## src/rtl/raytracer_pixel_shader.sv

```systemverilog
// raytracer_pixel_shader: per-pixel nearest-sphere search followed by diffuse shading.
// One ray is accepted per pixel, every sphere is scanned (one per cycle) through the external
// scene LUT / intersect unit, then every light is applied (one per cycle) and a saturated RGB
// result is offered on a valid/ready output.
// Optional feature: define RT_DEPTH_OUT_EN to add out_depth_o (best t on hit, all-ones on miss).
module raytracer_pixel_shader #(
    parameter int unsigned W         = 12,
    parameter int unsigned FRAC      = 4,
    parameter int unsigned N_SPHERES = 8,
    parameter int unsigned N_LIGHTS  = 4,
    parameter int unsigned AMBIENT   = 2,
    parameter int unsigned BG_R      = 0,
    parameter int unsigned BG_G      = 0,
    parameter int unsigned BG_B      = 32,
    localparam int unsigned SW = (N_SPHERES > 1) ? $clog2(N_SPHERES) : 1,
    localparam int unsigned LW = (N_LIGHTS > 1) ? $clog2(N_LIGHTS) : 1
) (
    input  logic          clk,
    input  logic          rst_n,
    input  logic          in_valid_i,
    output logic          in_ready_o,
    input  logic [9:0]    in_px_i,
    input  logic [9:0]    in_py_i,
    input  logic [W-1:0]  in_ox_i,
    input  logic [W-1:0]  in_oy_i,
    input  logic [W-1:0]  in_oz_i,
    input  logic [W-1:0]  in_dx_i,
    input  logic [W-1:0]  in_dy_i,
    input  logic [W-1:0]  in_dz_i,
    output logic [W-1:0]  ray_ox_o,
    output logic [W-1:0]  ray_oy_o,
    output logic [W-1:0]  ray_oz_o,
    output logic [W-1:0]  ray_dx_o,
    output logic [W-1:0]  ray_dy_o,
    output logic [W-1:0]  ray_dz_o,
    output logic [SW-1:0] sph_idx_o,
    input  logic [W-1:0]  sph_cx_i,
    input  logic [W-1:0]  sph_cy_i,
    input  logic [W-1:0]  sph_cz_i,
    input  logic [W-1:0]  sph_rad_i,
    input  logic [7:0]    sph_r_i,
    input  logic [7:0]    sph_g_i,
    input  logic [7:0]    sph_b_i,
    input  logic          isect_hit_i,
    input  logic [W-1:0]  isect_t_i,
    output logic [LW-1:0] lgt_idx_o,
    input  logic [W-1:0]  lgt_x_i,
    input  logic [W-1:0]  lgt_y_i,
    input  logic [W-1:0]  lgt_z_i,
    input  logic [7:0]    lgt_r_i,
    input  logic [7:0]    lgt_g_i,
    input  logic [7:0]    lgt_b_i,
    input  logic [W-1:0]  lgt_int_i,
    output logic          out_valid_o,
    input  logic          out_ready_i,
    output logic [9:0]    out_px_o,
    output logic [9:0]    out_py_o,
`ifdef RT_DEPTH_OUT_EN
    output logic [W-1:0]  out_depth_o,
`endif
    output logic [7:0]    rgb_r_o,
    output logic [7:0]    rgb_g_o,
    output logic [7:0]    rgb_b_o
);

    localparam logic [2:0] StIdle   = 3'd0;
    localparam logic [2:0] StSearch = 3'd1;
    localparam logic [2:0] StHitpt  = 3'd2;
    localparam logic [2:0] StLight  = 3'd3;
    localparam logic [2:0] StOut    = 3'd4;

    localparam int unsigned DW = 2 * W + 4;      // dot-product width
    localparam int unsigned PW = DW + W;         // dot * intensity width
    localparam int unsigned CW = FRAC + 17;      // colour * diffuse width
    localparam logic [SW-1:0] LastSph = SW'(N_SPHERES - 1);
    localparam logic [LW-1:0] LastLgt = LW'((N_LIGHTS > 0) ? N_LIGHTS - 1 : 0);
    localparam logic [PW-1:0] OneP    = PW'(1) << FRAC;
    localparam logic [FRAC:0] OneD    = (FRAC + 1)'(1) << FRAC;

    logic [2:0]    state_q, state_d;
    logic [W-1:0]  ray_ox_q, ray_oy_q, ray_oz_q, ray_dx_q, ray_dy_q, ray_dz_q;
    logic [W-1:0]  ray_ox_d, ray_oy_d, ray_oz_d, ray_dx_d, ray_dy_d, ray_dz_d;
    logic [9:0]    px_q, py_q, px_d, py_d;
    logic [SW-1:0] sph_idx_q, sph_idx_d;
    logic [LW-1:0] lgt_idx_q, lgt_idx_d;
    logic          best_valid_q, best_valid_d;
    logic [W-1:0]  best_t_q, best_t_d;
    logic [W-1:0]  best_cx_q, best_cy_q, best_cz_q, best_cx_d, best_cy_d, best_cz_d;
    logic [7:0]    best_r_q, best_g_q, best_b_q, best_r_d, best_g_d, best_b_d;
    logic [W-1:0]  hit_x_q, hit_y_q, hit_z_q, hit_x_d, hit_y_d, hit_z_d;
    logic [W:0]    nrm_x_q, nrm_y_q, nrm_z_q, nrm_x_d, nrm_y_d, nrm_z_d;
    logic [17:0]   acc_r_q, acc_g_q, acc_b_q, acc_r_d, acc_g_d, acc_b_d;
    logic          out_valid_q, out_valid_d;
    logic [9:0]    out_px_q, out_py_q, out_px_d, out_py_d;
    logic [7:0]    rgb_r_q, rgb_g_q, rgb_b_q, rgb_r_d, rgb_g_d, rgb_b_d;
    logic [W-1:0]  depth_q, depth_d;

    // Sign-extend a (W+1)-bit vector to the dot-product width.
    function automatic logic [DW-1:0] sx_dw(input logic [W:0] v);
        return {{(DW - W - 1){v[W]}}, v};
    endfunction

    // ((col * light_col) >> 8) * diffuse >> FRAC for one channel.
    function automatic logic [17:0] shade(input logic [7:0] c, input logic [7:0] lc,
                                          input logic [FRAC:0] df);
        logic [CW-1:0] p;
        p = ((CW'(c) * CW'(lc)) >> 8) * CW'(df);
        return 18'(p >> FRAC);
    endfunction

    // Accumulate without wrapping.
    function automatic logic [17:0] sat_add(input logic [17:0] a, input logic [17:0] b);
        logic [18:0] s;
        s = {1'b0, a} + {1'b0, b};
        return s[18] ? 18'h3FFFF : s[17:0];
    endfunction

    function automatic logic [17:0] ambient(input logic [7:0] c);
        logic [17:0] p;
        p = {10'b0, c} * 18'(AMBIENT);
        return p >> FRAC;
    endfunction

    function automatic logic [7:0] sat8(input logic [17:0] a);
        return (|a[17:8]) ? 8'hFF : a[7:0];
    endfunction

    // Nearest-hit candidate test for the sphere currently addressed.
    logic cand;
    assign cand = isect_hit_i && ($signed(isect_t_i) > 0) &&
                  (!best_valid_q || ($signed(isect_t_i) < $signed(best_t_q)));

    // Hit point and surface normal from the winning sphere.
    logic [2*W-1:0] hp_x, hp_y, hp_z;
    logic [W-1:0]   hn_x, hn_y, hn_z;
    assign hp_x = {{W{ray_dx_q[W-1]}}, ray_dx_q} * {{W{best_t_q[W-1]}}, best_t_q};
    assign hp_y = {{W{ray_dy_q[W-1]}}, ray_dy_q} * {{W{best_t_q[W-1]}}, best_t_q};
    assign hp_z = {{W{ray_dz_q[W-1]}}, ray_dz_q} * {{W{best_t_q[W-1]}}, best_t_q};
    assign hn_x = ray_ox_q + W'($signed(hp_x) >>> FRAC);
    assign hn_y = ray_oy_q + W'($signed(hp_y) >>> FRAC);
    assign hn_z = ray_oz_q + W'($signed(hp_z) >>> FRAC);

    // Diffuse factor for the light currently addressed.
    logic [W:0]      l_x, l_y, l_z;
    logic [DW-1:0]   nl_x, nl_y, nl_z, ndotl;
    logic [PW-1:0]   dprod, dshift;
    logic            ndotl_pos, int_pos;
    logic [FRAC:0]   diff;
    assign l_x = {lgt_x_i[W-1], lgt_x_i} - {hit_x_q[W-1], hit_x_q};
    assign l_y = {lgt_y_i[W-1], lgt_y_i} - {hit_y_q[W-1], hit_y_q};
    assign l_z = {lgt_z_i[W-1], lgt_z_i} - {hit_z_q[W-1], hit_z_q};
    assign nl_x = $signed(sx_dw(nrm_x_q) * sx_dw(l_x)) >>> FRAC;
    assign nl_y = $signed(sx_dw(nrm_y_q) * sx_dw(l_y)) >>> FRAC;
    assign nl_z = $signed(sx_dw(nrm_z_q) * sx_dw(l_z)) >>> FRAC;
    assign ndotl = nl_x + nl_y + nl_z;
    assign ndotl_pos = !ndotl[DW-1] && (|ndotl);
    assign int_pos = !lgt_int_i[W-1] && (|lgt_int_i);
    assign dprod = {{W{ndotl[DW-1]}}, ndotl} * {{DW{lgt_int_i[W-1]}}, lgt_int_i};
    assign dshift = $signed(dprod) >>> FRAC;

    // Clamp diffuse to [0, 1.0]; back-facing or non-positive intensity contributes nothing.
    always_comb begin
        diff = '0;
        if (ndotl_pos && int_pos) begin
            diff = (dshift >= OneP) ? OneD : dshift[FRAC:0];
        end
    end

    // Radius is consumed by the external intersect unit only.
    logic unused_rad;
    assign unused_rad = ^sph_rad_i;

    // Next-state logic for the pixel FSM and datapath registers.
    always_comb begin
        state_d      = state_q;
        ray_ox_d     = ray_ox_q;
        ray_oy_d     = ray_oy_q;
        ray_oz_d     = ray_oz_q;
        ray_dx_d     = ray_dx_q;
        ray_dy_d     = ray_dy_q;
        ray_dz_d     = ray_dz_q;
        px_d         = px_q;
        py_d         = py_q;
        sph_idx_d    = sph_idx_q;
        lgt_idx_d    = lgt_idx_q;
        best_valid_d = best_valid_q;
        best_t_d     = best_t_q;
        best_cx_d    = best_cx_q;
        best_cy_d    = best_cy_q;
        best_cz_d    = best_cz_q;
        best_r_d     = best_r_q;
        best_g_d     = best_g_q;
        best_b_d     = best_b_q;
        hit_x_d      = hit_x_q;
        hit_y_d      = hit_y_q;
        hit_z_d      = hit_z_q;
        nrm_x_d      = nrm_x_q;
        nrm_y_d      = nrm_y_q;
        nrm_z_d      = nrm_z_q;
        acc_r_d      = acc_r_q;
        acc_g_d      = acc_g_q;
        acc_b_d      = acc_b_q;
        out_valid_d  = out_valid_q;
        out_px_d     = out_px_q;
        out_py_d     = out_py_q;
        rgb_r_d      = rgb_r_q;
        rgb_g_d      = rgb_g_q;
        rgb_b_d      = rgb_b_q;
        depth_d      = depth_q;
        unique case (state_q)
            StIdle: begin
                if (in_valid_i) begin
                    ray_ox_d     = in_ox_i;
                    ray_oy_d     = in_oy_i;
                    ray_oz_d     = in_oz_i;
                    ray_dx_d     = in_dx_i;
                    ray_dy_d     = in_dy_i;
                    ray_dz_d     = in_dz_i;
                    px_d         = in_px_i;
                    py_d         = in_py_i;
                    sph_idx_d    = '0;
                    best_valid_d = 1'b0;
                    state_d      = StSearch;
                end
            end
            StSearch: begin
                if (cand) begin
                    best_valid_d = 1'b1;
                    best_t_d     = isect_t_i;
                    best_cx_d    = sph_cx_i;
                    best_cy_d    = sph_cy_i;
                    best_cz_d    = sph_cz_i;
                    best_r_d     = sph_r_i;
                    best_g_d     = sph_g_i;
                    best_b_d     = sph_b_i;
                end
                if (sph_idx_q == LastSph) begin
                    sph_idx_d = '0;
                    if (best_valid_d) begin
                        state_d = StHitpt;
                    end else begin
                        state_d     = StOut;
                        out_valid_d = 1'b1;
                        out_px_d    = px_q;
                        out_py_d    = py_q;
                        rgb_r_d     = 8'(BG_R);
                        rgb_g_d     = 8'(BG_G);
                        rgb_b_d     = 8'(BG_B);
                        depth_d     = '1;
                    end
                end else begin
                    sph_idx_d = sph_idx_q + 1'b1;
                end
            end
            StHitpt: begin
                hit_x_d   = hn_x;
                hit_y_d   = hn_y;
                hit_z_d   = hn_z;
                nrm_x_d   = {hn_x[W-1], hn_x} - {best_cx_q[W-1], best_cx_q};
                nrm_y_d   = {hn_y[W-1], hn_y} - {best_cy_q[W-1], best_cy_q};
                nrm_z_d   = {hn_z[W-1], hn_z} - {best_cz_q[W-1], best_cz_q};
                acc_r_d   = ambient(best_r_q);
                acc_g_d   = ambient(best_g_q);
                acc_b_d   = ambient(best_b_q);
                lgt_idx_d = '0;
                if (N_LIGHTS == 0) begin
                    state_d     = StOut;
                    out_valid_d = 1'b1;
                    out_px_d    = px_q;
                    out_py_d    = py_q;
                    rgb_r_d     = sat8(acc_r_d);
                    rgb_g_d     = sat8(acc_g_d);
                    rgb_b_d     = sat8(acc_b_d);
                    depth_d     = best_t_q;
                end else begin
                    state_d = StLight;
                end
            end
            StLight: begin
                acc_r_d = sat_add(acc_r_q, shade(best_r_q, lgt_r_i, diff));
                acc_g_d = sat_add(acc_g_q, shade(best_g_q, lgt_g_i, diff));
                acc_b_d = sat_add(acc_b_q, shade(best_b_q, lgt_b_i, diff));
                if (lgt_idx_q == LastLgt) begin
                    lgt_idx_d   = '0;
                    state_d     = StOut;
                    out_valid_d = 1'b1;
                    out_px_d    = px_q;
                    out_py_d    = py_q;
                    rgb_r_d     = sat8(acc_r_d);
                    rgb_g_d     = sat8(acc_g_d);
                    rgb_b_d     = sat8(acc_b_d);
                    depth_d     = best_t_q;
                end else begin
                    lgt_idx_d = lgt_idx_q + 1'b1;
                end
            end
            StOut: begin
                if (out_ready_i) begin
                    out_valid_d = 1'b0;
                    state_d     = StIdle;
                end
            end
            default: state_d = StIdle;
        endcase
    end

    // State registers; reset drops any pixel in flight.
    always_ff @(posedge clk or negedge rst_n) begin
        if (!rst_n) begin
            state_q      <= StIdle;
            ray_ox_q     <= '0;
            ray_oy_q     <= '0;
            ray_oz_q     <= '0;
            ray_dx_q     <= '0;
            ray_dy_q     <= '0;
            ray_dz_q     <= '0;
            px_q         <= '0;
            py_q         <= '0;
            sph_idx_q    <= '0;
            lgt_idx_q    <= '0;
            best_valid_q <= 1'b0;
            best_t_q     <= '0;
            best_cx_q    <= '0;
            best_cy_q    <= '0;
            best_cz_q    <= '0;
            best_r_q     <= '0;
            best_g_q     <= '0;
            best_b_q     <= '0;
            hit_x_q      <= '0;
            hit_y_q      <= '0;
            hit_z_q      <= '0;
            nrm_x_q      <= '0;
            nrm_y_q      <= '0;
            nrm_z_q      <= '0;
            acc_r_q      <= '0;
            acc_g_q      <= '0;
            acc_b_q      <= '0;
            out_valid_q  <= 1'b0;
            out_px_q     <= '0;
            out_py_q     <= '0;
            rgb_r_q      <= '0;
            rgb_g_q      <= '0;
            rgb_b_q      <= '0;
            depth_q      <= '0;
        end else begin
            state_q      <= state_d;
            ray_ox_q     <= ray_ox_d;
            ray_oy_q     <= ray_oy_d;
            ray_oz_q     <= ray_oz_d;
            ray_dx_q     <= ray_dx_d;
            ray_dy_q     <= ray_dy_d;
            ray_dz_q     <= ray_dz_d;
            px_q         <= px_d;
            py_q         <= py_d;
            sph_idx_q    <= sph_idx_d;
            lgt_idx_q    <= lgt_idx_d;
            best_valid_q <= best_valid_d;
            best_t_q     <= best_t_d;
            best_cx_q    <= best_cx_d;
            best_cy_q    <= best_cy_d;
            best_cz_q    <= best_cz_d;
            best_r_q     <= best_r_d;
            best_g_q     <= best_g_d;
            best_b_q     <= best_b_d;
            hit_x_q      <= hit_x_d;
            hit_y_q      <= hit_y_d;
            hit_z_q      <= hit_z_d;
            nrm_x_q      <= nrm_x_d;
            nrm_y_q      <= nrm_y_d;
            nrm_z_q      <= nrm_z_d;
            acc_r_q      <= acc_r_d;
            acc_g_q      <= acc_g_d;
            acc_b_q      <= acc_b_d;
            out_valid_q  <= out_valid_d;
            out_px_q     <= out_px_d;
            out_py_q     <= out_py_d;
            rgb_r_q      <= rgb_r_d;
            rgb_g_q      <= rgb_g_d;
            rgb_b_q      <= rgb_b_d;
            depth_q      <= depth_d;
        end
    end

    assign in_ready_o  = (state_q == StIdle);
    assign ray_ox_o    = ray_ox_q;
    assign ray_oy_o    = ray_oy_q;
    assign ray_oz_o    = ray_oz_q;
    assign ray_dx_o    = ray_dx_q;
    assign ray_dy_o    = ray_dy_q;
    assign ray_dz_o    = ray_dz_q;
    assign sph_idx_o   = sph_idx_q;
    assign lgt_idx_o   = lgt_idx_q;
    assign out_valid_o = out_valid_q;
    assign out_px_o    = out_px_q;
    assign out_py_o    = out_py_q;
    assign rgb_r_o     = rgb_r_q;
    assign rgb_g_o     = rgb_g_q;
    assign rgb_b_o     = rgb_b_q;
`ifdef RT_DEPTH_OUT_EN
    assign out_depth_o = depth_q;
`else
    logic unused_depth;
    assign unused_depth = ^depth_q;
`endif

endmodule
```

## config.mk

```make
export PLATFORM = sky130hd
export DESIGN_NAME = raytracer_pixel_shader
export DESIGN_NICKNAME = d
export VERILOG_FILES = /design/src/rtl/raytracer_pixel_shader.sv
export SDC_FILE = /design/constraint.sdc
export NUM_CORES = 2
export LEC_CHECK = 0
export ABC_AREA = 1
export CORE_MARGIN = 4
export CORE_UTILIZATION = 50
export DETAILED_ROUTE_END_ITERATION = 7
export GPL_ROUTABILITY_DRIVEN = 0
export MAX_ROUTING_LAYER = met4
export PLACE_DENSITY = 0.68
export REMOVE_ABC_BUFFERS = 1
export SLEW_MARGIN = 20
export SYNTH_ARGS = -nofsm -noshare
export SYNTH_HDL_FRONTEND = slang
export SYNTH_SLANG_ARGS = --single-unit
```

## constraint.sdc

```tcl
create_clock -name clk -period 31.1 [get_ports clk]
set_clock_uncertainty 0.15 [all_clocks]
set_input_delay 3.11 -clock clk [delete_from_list [all_inputs] [get_ports clk]]
set_output_delay 3.11 -clock clk [all_outputs]
set_load 0.02 [all_outputs]
```

==> flow_metrics.tcl <==
set metrics [dict create \
    cts-root-buf "clkbuf_16" \
    start_util_pct 50.31 \
    routed_wl_mm 178.3 \
    synth_xor_xnor_area_share_pct 4.089 \
    wl_per_cell_um 16.03 \
    cts_max_level 2 \
    coreArea_um2 139400 \
    worstMarginPinSlew_ns 1.088 \
    top_layer_used "met4" \
    dieArea_um2 146300 \
    regToRegSetupSlack_ns 8.52 \
    cts_resized 0 \
    status "completed" \
    setup_tns_ns 0 \
    ant_nets 0 \
    cts_made_buffers 42 \
    layout-area-overhead-vs-synth_pct 9.732 \
    via_per_inst 5.116 \
    synth_edf_count 0 \
    clockBufferDepth 3 \
    drt_pre_antenna_iters 8 \
    io_buffers 363 \
    slew_headroom_pct 26.55 \
    antenna_found_initial 6 \
    dp_hpwl_mm 147.2 \
    async_reset_ff_share_pct 100.0 \
    ys_seq_area_share_pct 12.39 \
    critPathKind "input pin to flip-flop" \
    crit_path_end_kind "flip-flop" \
    synth_top_flop_cell "dfrtp_1" \
    period_needed_ns 25.13 \
    drive_gt1_share_pct 2.446 \
    muxShareOfSynthArea_pct 0 \
    syn_area_per_cell_um2 7.780 \
    cap_violations 0 \
    nNetsFinal 11340 \
    r2r.worst_path.cells 103 \
    mostFrequentLayoutCells "nand2_1, inv_1, fa_1, nor2_1, ha_1" \
    worstPathArrival_ns 25.46 \
    synth-seq-cells 347 \
    pin_count 376 \
    critical-path-max-stage-delay_ns 0.86 \
    cp-endpoint "rgb_b_o[0]" \
    syn_inst 9011 \
    die_x_um 382.5 \
    hp-class "flip-flop to flip-flop" \
    m1WireLength_mm 78.73 \
    dr_wl_met3_mm 11.36 \
    final_common_cell "nand2_1" \
    rows 137 \
    post_cts_buffers 0 \
    clk-insertion-delay-late_ns 0.66 \
    rsz0062_at_grt "false" \
    cpMostUsedCell "nand2_1" \
    max_freq_ghz 0.03979 \
    timing.rr.end "rgb_b_o[0]" \
    holdBufCountCts 0 \
    overflow 0 \
    maxSlewViolCount 0 \
    setup_viol 0 \
    cp-startpoint "lgt_z_i[0]" \
    num_vias 56890 \
    yosys.area_share.adder_pct 46.05 \
    synthSimpleGateAreaFrac_pct 19.31 \
    required_ns 31.43 \
    path_clk_slew_ns 0.06 \
    cp_slowest_cell "xor2_1" \
    hold_viol_final 0 \
    r2r-start "hit_z_q[2]" \
    start_kind "input pin" \
    ys_types 51 \
    cp_max_fo 20 \
    drtIter0Drc 3706 \
    fin_crit_sh_pct 80.80 \
    numClockSinks 347 \
    die_h_um 382.5 \
    yosys_warnings 0 \
    grt_start_max_net_pins 90 \
    route.met2.wl_mm 83.21 \
    cts_tree "built" \
    track_usage_pct 25.87 \
    synth_top_family_by_area "adder cells" \
    synth.cell_area_um2 70110 \
    grt_pass1_vias 59870 \
    post-route-drc-count 0 \
    grt_pass1_wl_mm 301.0 \
    synth-compound-area-share_pct 5.224 \
]
-- critical path: cells and delay by family --
family,cells,cell delay [ns]
compound gates,14,2.17
xor+xnor,3,1.31
fa+ha+maj,21,9.23
buf+inv,20,2.47
simple gates,46,7.14
-- per-layer routing --
layer  global-route usage [%]  up-vias
li1                         -    27040
met1                    34.65    27950
met2                    41.67     1634
met4                    6.917        0
met3                    3.477      272
met5                        -        -
-- worst min path at each step --
| stage | start | end | slack [ns] | depth (start not counted) |
|---|---|---|---|---|
| 6_report | px_q[8] | out_px_o[8] | 0.31 | 2 |
| 3_3_place_gp | px_q[8] | out_px_o[8] | 0.30 | 2 |
| 4_1_cts | px_q[8] | out_px_o[8] | 0.32 | 2 |
| 5_1_grt | px_q[6] | out_px_o[6] | 0.34 | 2 |
| 3_5_place_dp | px_q[4] | out_px_o[4] | 0.31 | 2 |
| 2_1_floorplan | px_q[0] | out_px_o[0] | 0.29 | 2 |
-- metrics by stage --
stage	util, %	hold WS [ns]	std cells	setup slack, ns	cell area, um^2
global route	55.20	0.3397	11120	4.066	76930
CTS	55.18	0.3177	11120	6.268	76910
floorplan	-	0.2922	8764	8.965	69170
global placement	54.14	0.2976	11040	5.981	75450
detailed placement	54.14	0.3079	11040	5.659	75450
finish	55.20	0.3145	11120	5.971	76930
-- cell families after synthesis --
group | Yosys count
DFF | 347
AOI/OAI and AO/OA | 665
xor gates and xnor gates | 323
adders and majority gates | 1881
buffers and inverters | 2414
and+or+nand+nor | 3381
-- synth_stat cells, types with 4 or more instances --
cell | count | area (um^2)
clkinv_1 | 31 | 116.4
o21ai_0 | 262 | 1311
xor2_2 | 5 | 81.33
nor2_1 | 791 | 2969
or2_2 | 42 | 262.8
nand2_2 | 17 | 106.4
nand4_1 | 49 | 306.5
o21bai_1 | 35 | 262.8
a21oi_1 | 252 | 1261
buf_2 | 9 | 45.04
nand2_1 | 2188 | 8213
o31ai_1 | 7 | 52.55
buf_1 | 27 | 101.4
a22o_1 | 4 | 35.03
xor2_1 | 186 | 1629
nor3_1 | 45 | 225.2
dfrtp_1 | 347 | 8683
a211oi_1 | 9 | 67.56
clkbuf_1 | 211 | 792.0
nor2_4 | 4 | 45.04
a21o_1 | 22 | 165.2
nand3_2 | 7 | 70.07
nor2_2 | 9 | 56.30
a31oi_1 | 18 | 112.6
nand3b_1 | 21 | 157.7
o211ai_1 | 12 | 90.09
inv_1 | 2114 | 7935
inv_2 | 22 | 82.58
and2_1 | 13 | 81.33
nand3_1 | 176 | 880.8
xnor2_1 | 132 | 1156
a21boi_0 | 5 | 37.54
nor4_1 | 9 | 56.30
ha_1 | 716 | 8959
fa_1 | 1165 | 23320
o21ai_1 | 7 | 35.03
o21a_1 | 4 | 30.03
o22ai_1 | 16 | 100.1
-- state kept, by name, indices dropped and copies added, names as in the netlist, 13 cells and up --
register and flops:
nrm_y_q 13, acc_b_q 18, acc_r_q 18, nrm_x_q 13, nrm_z_q 13, acc_g_q 18
-- cell type report --
type / count / area (um^2)
diodes: 6 / 15.01
clock buffers: 59 / 1215
clock inverters: 17 / 240.2
fillers: 12940 / 62430
inverters: 2167 / 8139
multi-input cells: 6250 / 52370
flip-flops and latches: 347 / 8683
well taps: 1876 / 2347
repair buffers: 399 / 3916
Power is not shown: default switching activity piles up to over one toggle a cycle in this logic, so the estimate is an artifact.
